## config.mk

```make
export PLATFORM = sky130hd
export DESIGN_NAME = serdes_frame_rx
export DESIGN_NICKNAME = d
export VERILOG_FILES = /design/src/rtl/serdes_pkg.sv /design/src/rtl/serdes_rx_fifo.sv /design/src/rtl/serdes_frame_rx.sv
export SDC_FILE = /design/constraint.sdc
export NUM_CORES = 1
export LEC_CHECK = 0
export ABC_AREA = 1
export ABC_CLOCK_PERIOD_IN_PS = 2320
export BUFFER_PORTS_ARGS = -buffer_cell sky130_fd_sc_hd__buf_2
export CORE_ASPECT_RATIO = 1.4
export CORE_MARGIN = 2
export CORE_UTILIZATION = 59
export DETAILED_ROUTE_END_ITERATION = 8
export MAX_ROUTING_LAYER = met4
export PLACE_DENSITY = 0.86
export SYNTH_ARGS = -nofsm -noshare
export SYNTH_HDL_FRONTEND = slang
export SYNTH_SLANG_ARGS = --single-unit
export TNS_END_PERCENT = 10
```

## constraint.sdc

```tcl
create_clock -name sclk_i -period 2.32 [get_ports sclk_i]
set_input_delay 0.116 -clock sclk_i [delete_from_list [all_inputs] [get_ports sclk_i]]
set_output_delay 0.116 -clock sclk_i [all_outputs]
set_load 0.01 [all_outputs]
```

## src/rtl/serdes_pkg.sv

```systemverilog
// Shared SerDes framing definitions: FSM state encoding and line levels,
// used by both the frame receiver and the frame transmitter.
package serdes_pkg;

    localparam int DEFAULT_DATA_W = 8;

    typedef logic [1:0] state_t;

    localparam logic [1:0] ST_IDLE   = 2'd0;
    localparam logic [1:0] ST_DATA   = 2'd1;
    localparam logic [1:0] ST_PARITY = 2'd2;
    localparam logic [1:0] ST_STOP   = 2'd3;

    localparam logic START_BIT  = 1'b0;
    localparam logic STOP_BIT   = 1'b1;
    localparam logic IDLE_LEVEL = 1'b1;

endpackage

```

## src/rtl/serdes_rx_fifo.sv

```systemverilog
// Synchronous FIFO holding completed receive words. A push when full is
// accepted only if a pop happens on the same cycle; otherwise it is ignored.
module serdes_rx_fifo #(
    parameter int DATA_W = 8,
    parameter int DEPTH  = 4
) (
    input  logic              sclk_i,
    input  logic              rst_i,
    input  logic              push_i,
    input  logic [DATA_W-1:0] push_data_i,
    input  logic              pop_i,
    output logic [DATA_W-1:0] data_o,
    output logic              full_o,
    output logic              empty_o
);

    localparam int PTR_W = $clog2(DEPTH);
    localparam int CNT_W = PTR_W + 1;

    logic [DATA_W-1:0] r_mem [DEPTH];
    logic [PTR_W-1:0]  r_wr_ptr;
    logic [PTR_W-1:0]  r_rd_ptr;
    logic [CNT_W-1:0]  r_count;

    logic w_full;
    logic w_empty;
    logic w_pop;
    logic w_push;

    assign w_full  = (r_count == CNT_W'(DEPTH));
    assign w_empty = (r_count == '0);
    assign w_pop   = pop_i && !w_empty;
    assign w_push  = push_i && (!w_full || w_pop);

    // NOTE: sequential state uses non-blocking assignments so every register
    // samples the pre-edge values, independent of statement order.
    always_ff @(posedge sclk_i) begin
        if (rst_i) begin
            r_wr_ptr <= '0;
            r_rd_ptr <= '0;
            r_count  <= '0;
        end else begin
            if (w_push) r_wr_ptr <= r_wr_ptr + PTR_W'(1);
            if (w_pop)  r_rd_ptr <= r_rd_ptr + PTR_W'(1);
            case ({w_push, w_pop})
                2'b10:   r_count <= r_count + CNT_W'(1);
                2'b01:   r_count <= r_count - CNT_W'(1);
                default: r_count <= r_count;
            endcase
        end
    end

    // NOTE: storage is deliberately not reset; emptiness is tracked by the
    // count, and the output is forced to zero while empty.
    always_ff @(posedge sclk_i) begin
        if (w_push) r_mem[r_wr_ptr] <= push_data_i;
    end

    assign data_o  = w_empty ? '0 : r_mem[r_rd_ptr];
    assign full_o  = w_full;
    assign empty_o = w_empty;

endmodule

```

## src/rtl/serdes_frame_rx.sv

```systemverilog
// Framed serial receiver: start bit, LSB-first payload, optional even parity
// (enabled by defining SERDES_RX_PARITY_EN), stop bit; words queued in a FIFO.
module serdes_frame_rx
    import serdes_pkg::*;
#(
    parameter int DATA_W     = DEFAULT_DATA_W,
    parameter int FIFO_DEPTH = 4
) (
    input  logic              sclk_i,
    input  logic              rst_i,
    input  logic              data_i,
    input  logic              valid_i,
    output logic              ready_o,
    output logic [DATA_W-1:0] data_o,
    output logic              valid_o,
    input  logic              ready_i,
    output logic              frame_err_o,
    output logic              ovf_o,
    output logic              busy_o
);

    localparam int CNT_W = (DATA_W > 1) ? $clog2(DATA_W) : 1;
    localparam logic [CNT_W-1:0] LAST_BIT = CNT_W'(DATA_W - 1);

    state_t            r_state;
    logic [CNT_W-1:0]  r_bit_cnt;
    logic [DATA_W-1:0] r_shift;
    logic              r_par_err;
    logic              r_frame_err;
    logic              r_ovf;

    logic w_stop_cycle;
    logic w_good;
    logic w_push;
    logic w_bad;
    logic w_drop;
    logic w_full;
    logic w_empty;
    logic w_pop;

    assign w_stop_cycle = valid_i && (r_state == ST_STOP);
    assign w_good       = (data_i == STOP_BIT) && !r_par_err;
    assign w_push       = w_stop_cycle && w_good;
    assign w_bad        = w_stop_cycle && !w_good;
    assign w_pop        = !w_empty && ready_i;
    // A full FIFO only makes room if the consumer pops on the push cycle.
    assign w_drop       = w_push && w_full && !w_pop;

    always_ff @(posedge sclk_i) begin
        if (rst_i) begin
            r_state     <= ST_IDLE;
            r_bit_cnt   <= '0;
            r_shift     <= '0;
            r_par_err   <= 1'b0;
            r_frame_err <= 1'b0;
            r_ovf       <= 1'b0;
        end else begin
            r_frame_err <= w_bad;
            r_ovf       <= w_drop;
            if (valid_i) begin
                case (r_state)
                    ST_IDLE: begin
                        if (data_i == START_BIT) begin
                            r_state   <= ST_DATA;
                            r_bit_cnt <= '0;
                            r_par_err <= 1'b0;
                        end
                    end
                    ST_DATA: begin
                        r_shift[r_bit_cnt] <= data_i;
                        if (r_bit_cnt == LAST_BIT) begin
                            r_bit_cnt <= '0;
`ifdef SERDES_RX_PARITY_EN
                            r_state   <= ST_PARITY;
`else
                            r_state   <= ST_STOP;
`endif
                        end else begin
                            r_bit_cnt <= r_bit_cnt + CNT_W'(1);
                        end
                    end
`ifdef SERDES_RX_PARITY_EN
                    ST_PARITY: begin
                        // Even parity: the parity bit equals the XOR of the payload.
                        r_par_err <= (data_i != ^r_shift);
                        r_state   <= ST_STOP;
                    end
`endif
                    ST_STOP: r_state <= ST_IDLE;
                    default: r_state <= ST_IDLE;
                endcase
            end
        end
    end

    serdes_rx_fifo #(
        .DATA_W (DATA_W),
        .DEPTH  (FIFO_DEPTH)
    ) u_fifo (
        .sclk_i      (sclk_i),
        .rst_i       (rst_i),
        .push_i      (w_push),
        .push_data_i (r_shift),
        .pop_i       (ready_i),
        .data_o      (data_o),
        .full_o      (w_full),
        .empty_o     (w_empty)
    );

    assign ready_o     = !w_full;
    assign valid_o     = !w_empty;
    assign frame_err_o = r_frame_err;
    assign ovf_o       = r_ovf;
    assign busy_o      = (r_state != ST_IDLE);

endmodule
```

==> impl_metrics.toml <==
[final_layout]
n_antenna_cell = 0
fin_area_um2 = 2738
mostFrequentLayoutCell = "nor2_1"
fillers = 330
fin_nets = 311
mostFrequentLayoutCells = "nor2_1, nand2_1, edfxtp_1, inv_1, dfxtp_1"
drive_gt1_share_pct = 15.05
areaGrowthSynthToFinish_pct = 9.510

[place]
dpl_cell_area_um2 = 2630
gp_congestion = 0.7950
io_buffers = 17
dp.final_hpwl_mm = 3.054

[cts]
cts_buffer_depth = 2
cts_resized = 0
clkTransAtPathRegs_ns = 0.09
cts_max_level = 2
cts_tree = "done"
cts_hold_buf = 0
numCtsBuffers = 5
clockRootBuffer = "clkbuf_8"
clock_latency_ns = 0.30
cts_sinks = 56
cts_setup_buffers = 0

[global_route]
antenna_found_initial = 0
grt-ovfl-total = 0
grt_max_degree = 18
grtUsageTotal_pct = 20.86
grt_pass1_vias = 1643
grt_pass1_wl_mm = 7.272

[floorplan]
core-area_um2 = 4134
dieArea_um2 = 4781
io_pins = 18
die_width_um = 59.02
dieHeight_um = 81.02
initial_utilization_pct = 60.47
rows = 28

[power]
ir_drop_mv = 0.4905
cellPowerDensity_nw_per_um2 = 736.4
leakage_nw = 1.110

[route]
vias = 1789
drc = 0
drtPass1Iterations = 4
wl_mm = 4.276
drt-vias-per-instance = 5.201
ant_nets = 0
first_iter_violations = 60
avgRoutedWirePerCell_um = 12.43

[yosys]
ys_seq_elements = 56
seq_area_frac_synth_pct = 57.66
async_flop_share_pct = 0
ys_warn_count = 0
netlist_area_um2 = 2500
netlist_instances = 276
yosys.area.top_type = "edfxtp_1"
syn_area_per_cell_um2 = 9.058
synth_area_leaders = "edfxtp_1, dfxtp_1, nor2_1, nand2_1, o21ai_0"
synth_edf_count = 32
syn-num-nets = 289
synth_top_area_share_pct = 38.44
ys.flop_type = "edfxtp_1"
yosys.cell_types.count = 25

[timing]
final_max_slew_viol_count = 0
fin_skew_ns = 0.003618
setup_tns_ns = 0
hold_viol = 0
worst_slew_pin_slew_ns = 0.6105
maxSlewHeadroom_pct = 59.24
fmax_mhz = 518.8
fin_crit_ns = 1.928
period_share_pct = 83.08
rsz0062_at_grt = "no"
setup_viol = 0

[hold_path]
min_path_cells = 2
min_path_type = "input pin to flip-flop"

[setup_path]
path_max_fanout = 7
cp-start-kind = "flip-flop"
rr_worst_depth = 12
crit_arrival_ns = 2.13
end_kind = "flip-flop"
path_class = "flip-flop to flip-flop"
cp.required_ns = 2.53

[outcome]
outcome = "completed"

[run]
maxCapViolations = 0
per-layer routing:
layer / up-vias / part of all wire, % / track usage [%]
met3: 4 / 2.3 / 3.822
met1: 831 / 41 / 22.82
met4: 0 / 1.8 / 9.091
met2: 20 / 54 / 36.44
met5: - / 0 / -
li1: 934 / - / -
cell families after synthesis:
kind of cell    synth area share, %
simple gates                  24.82
compound gates                7.358
buf+inv                       5.855
flops                         57.66
fa+ha+maj                     4.304
state kept, by name, indices dropped and copies added (netlist names), named ones only:
name	count
r_shift	8
u_fifo.r_mem	32
u_fifo.r_rd_ptr	2
frame_err_o	1
r_state	2
u_fifo.r_count	3
r_bit_cnt	3
u_fifo.r_wr_ptr	2
ovf_o	1
where the power goes:
part	switching [mW]	total (mW)	internal [mW]
Combinational	0.198	0.305	0.107
Sequential	0.0387	1.10	1.06
Clock	0.289	0.609	0.320
cell type report:
cell class                 count  area [um^2]  share of cell area (%)
tap                           45        56.30                   2.057
inverter                      28        105.1                   3.839
clock inverter                 2        35.03                   1.280
clock buffer                   6        72.57                   2.651
sequential                    56         1441                   52.65
multi-input combinational    186        912.1                   33.32
timing repair buffer          21        115.1                   4.205
final timing paths:
path / from / to / slack [ns]
max: u_fifo.r_count[1]$_SDFFE_PP0P_ / u_fifo.r_count[2]$_SDFFE_PP0P_ / 0.39
min: data_i / frame_err_o$_SDFF_PP0_ / 0.04
max reg2reg: u_fifo.r_count[1]$_SDFFE_PP0P_ / u_fifo.r_count[2]$_SDFFE_PP0P_ / 0.39
min reg2reg: u_fifo.r_rd_ptr[1]$_SDFFE_PP0P_ / u_fifo.r_rd_ptr[1]$_SDFFE_PP0P_ / 0.52
stage by stage:
stage               utilization, %  worst slack (ns)  cells  hold WS (ns)  total power, mW
detailed placement           63.62            0.4011    336        0.3558            1.431
floorplan                        -            0.5673    276        0.1851            1.335
global placement             63.62            0.4643    336        0.3622            1.419
global route                 66.22            0.1666    344       0.04209            2.109
finish                       66.22            0.3925    344       0.03836            2.016
CTS                          66.22            0.3767    344       0.03007            2.038
synthesized netlist by cell type, types with 3 or more instances:
cell type and number:
edfxtp_1 32, buf_2 3, o21ai_0 19, inv_2 3, nor2_2 5, dfxtp_1 24, nand2_1 43, nand3_1 13
a21oi_1 16, inv_1 25, ha_1 7, nor2_1 70
critical path: stages, from the launching register on:
cell and delay, ns:
dfxtp_1 0.33, nor2_1 0.18, nand3_1 0.20, nand2_4 0.17, ha_1 0.18, inv_1 0.07, fa_1 0.37, inv_1 0.07
nand2_1 0.04, nand3_1 0.08, nand2_1 0.06, nand2_1 0.05, nor2_1 0.04
Power figures use the tool's default switching activity.
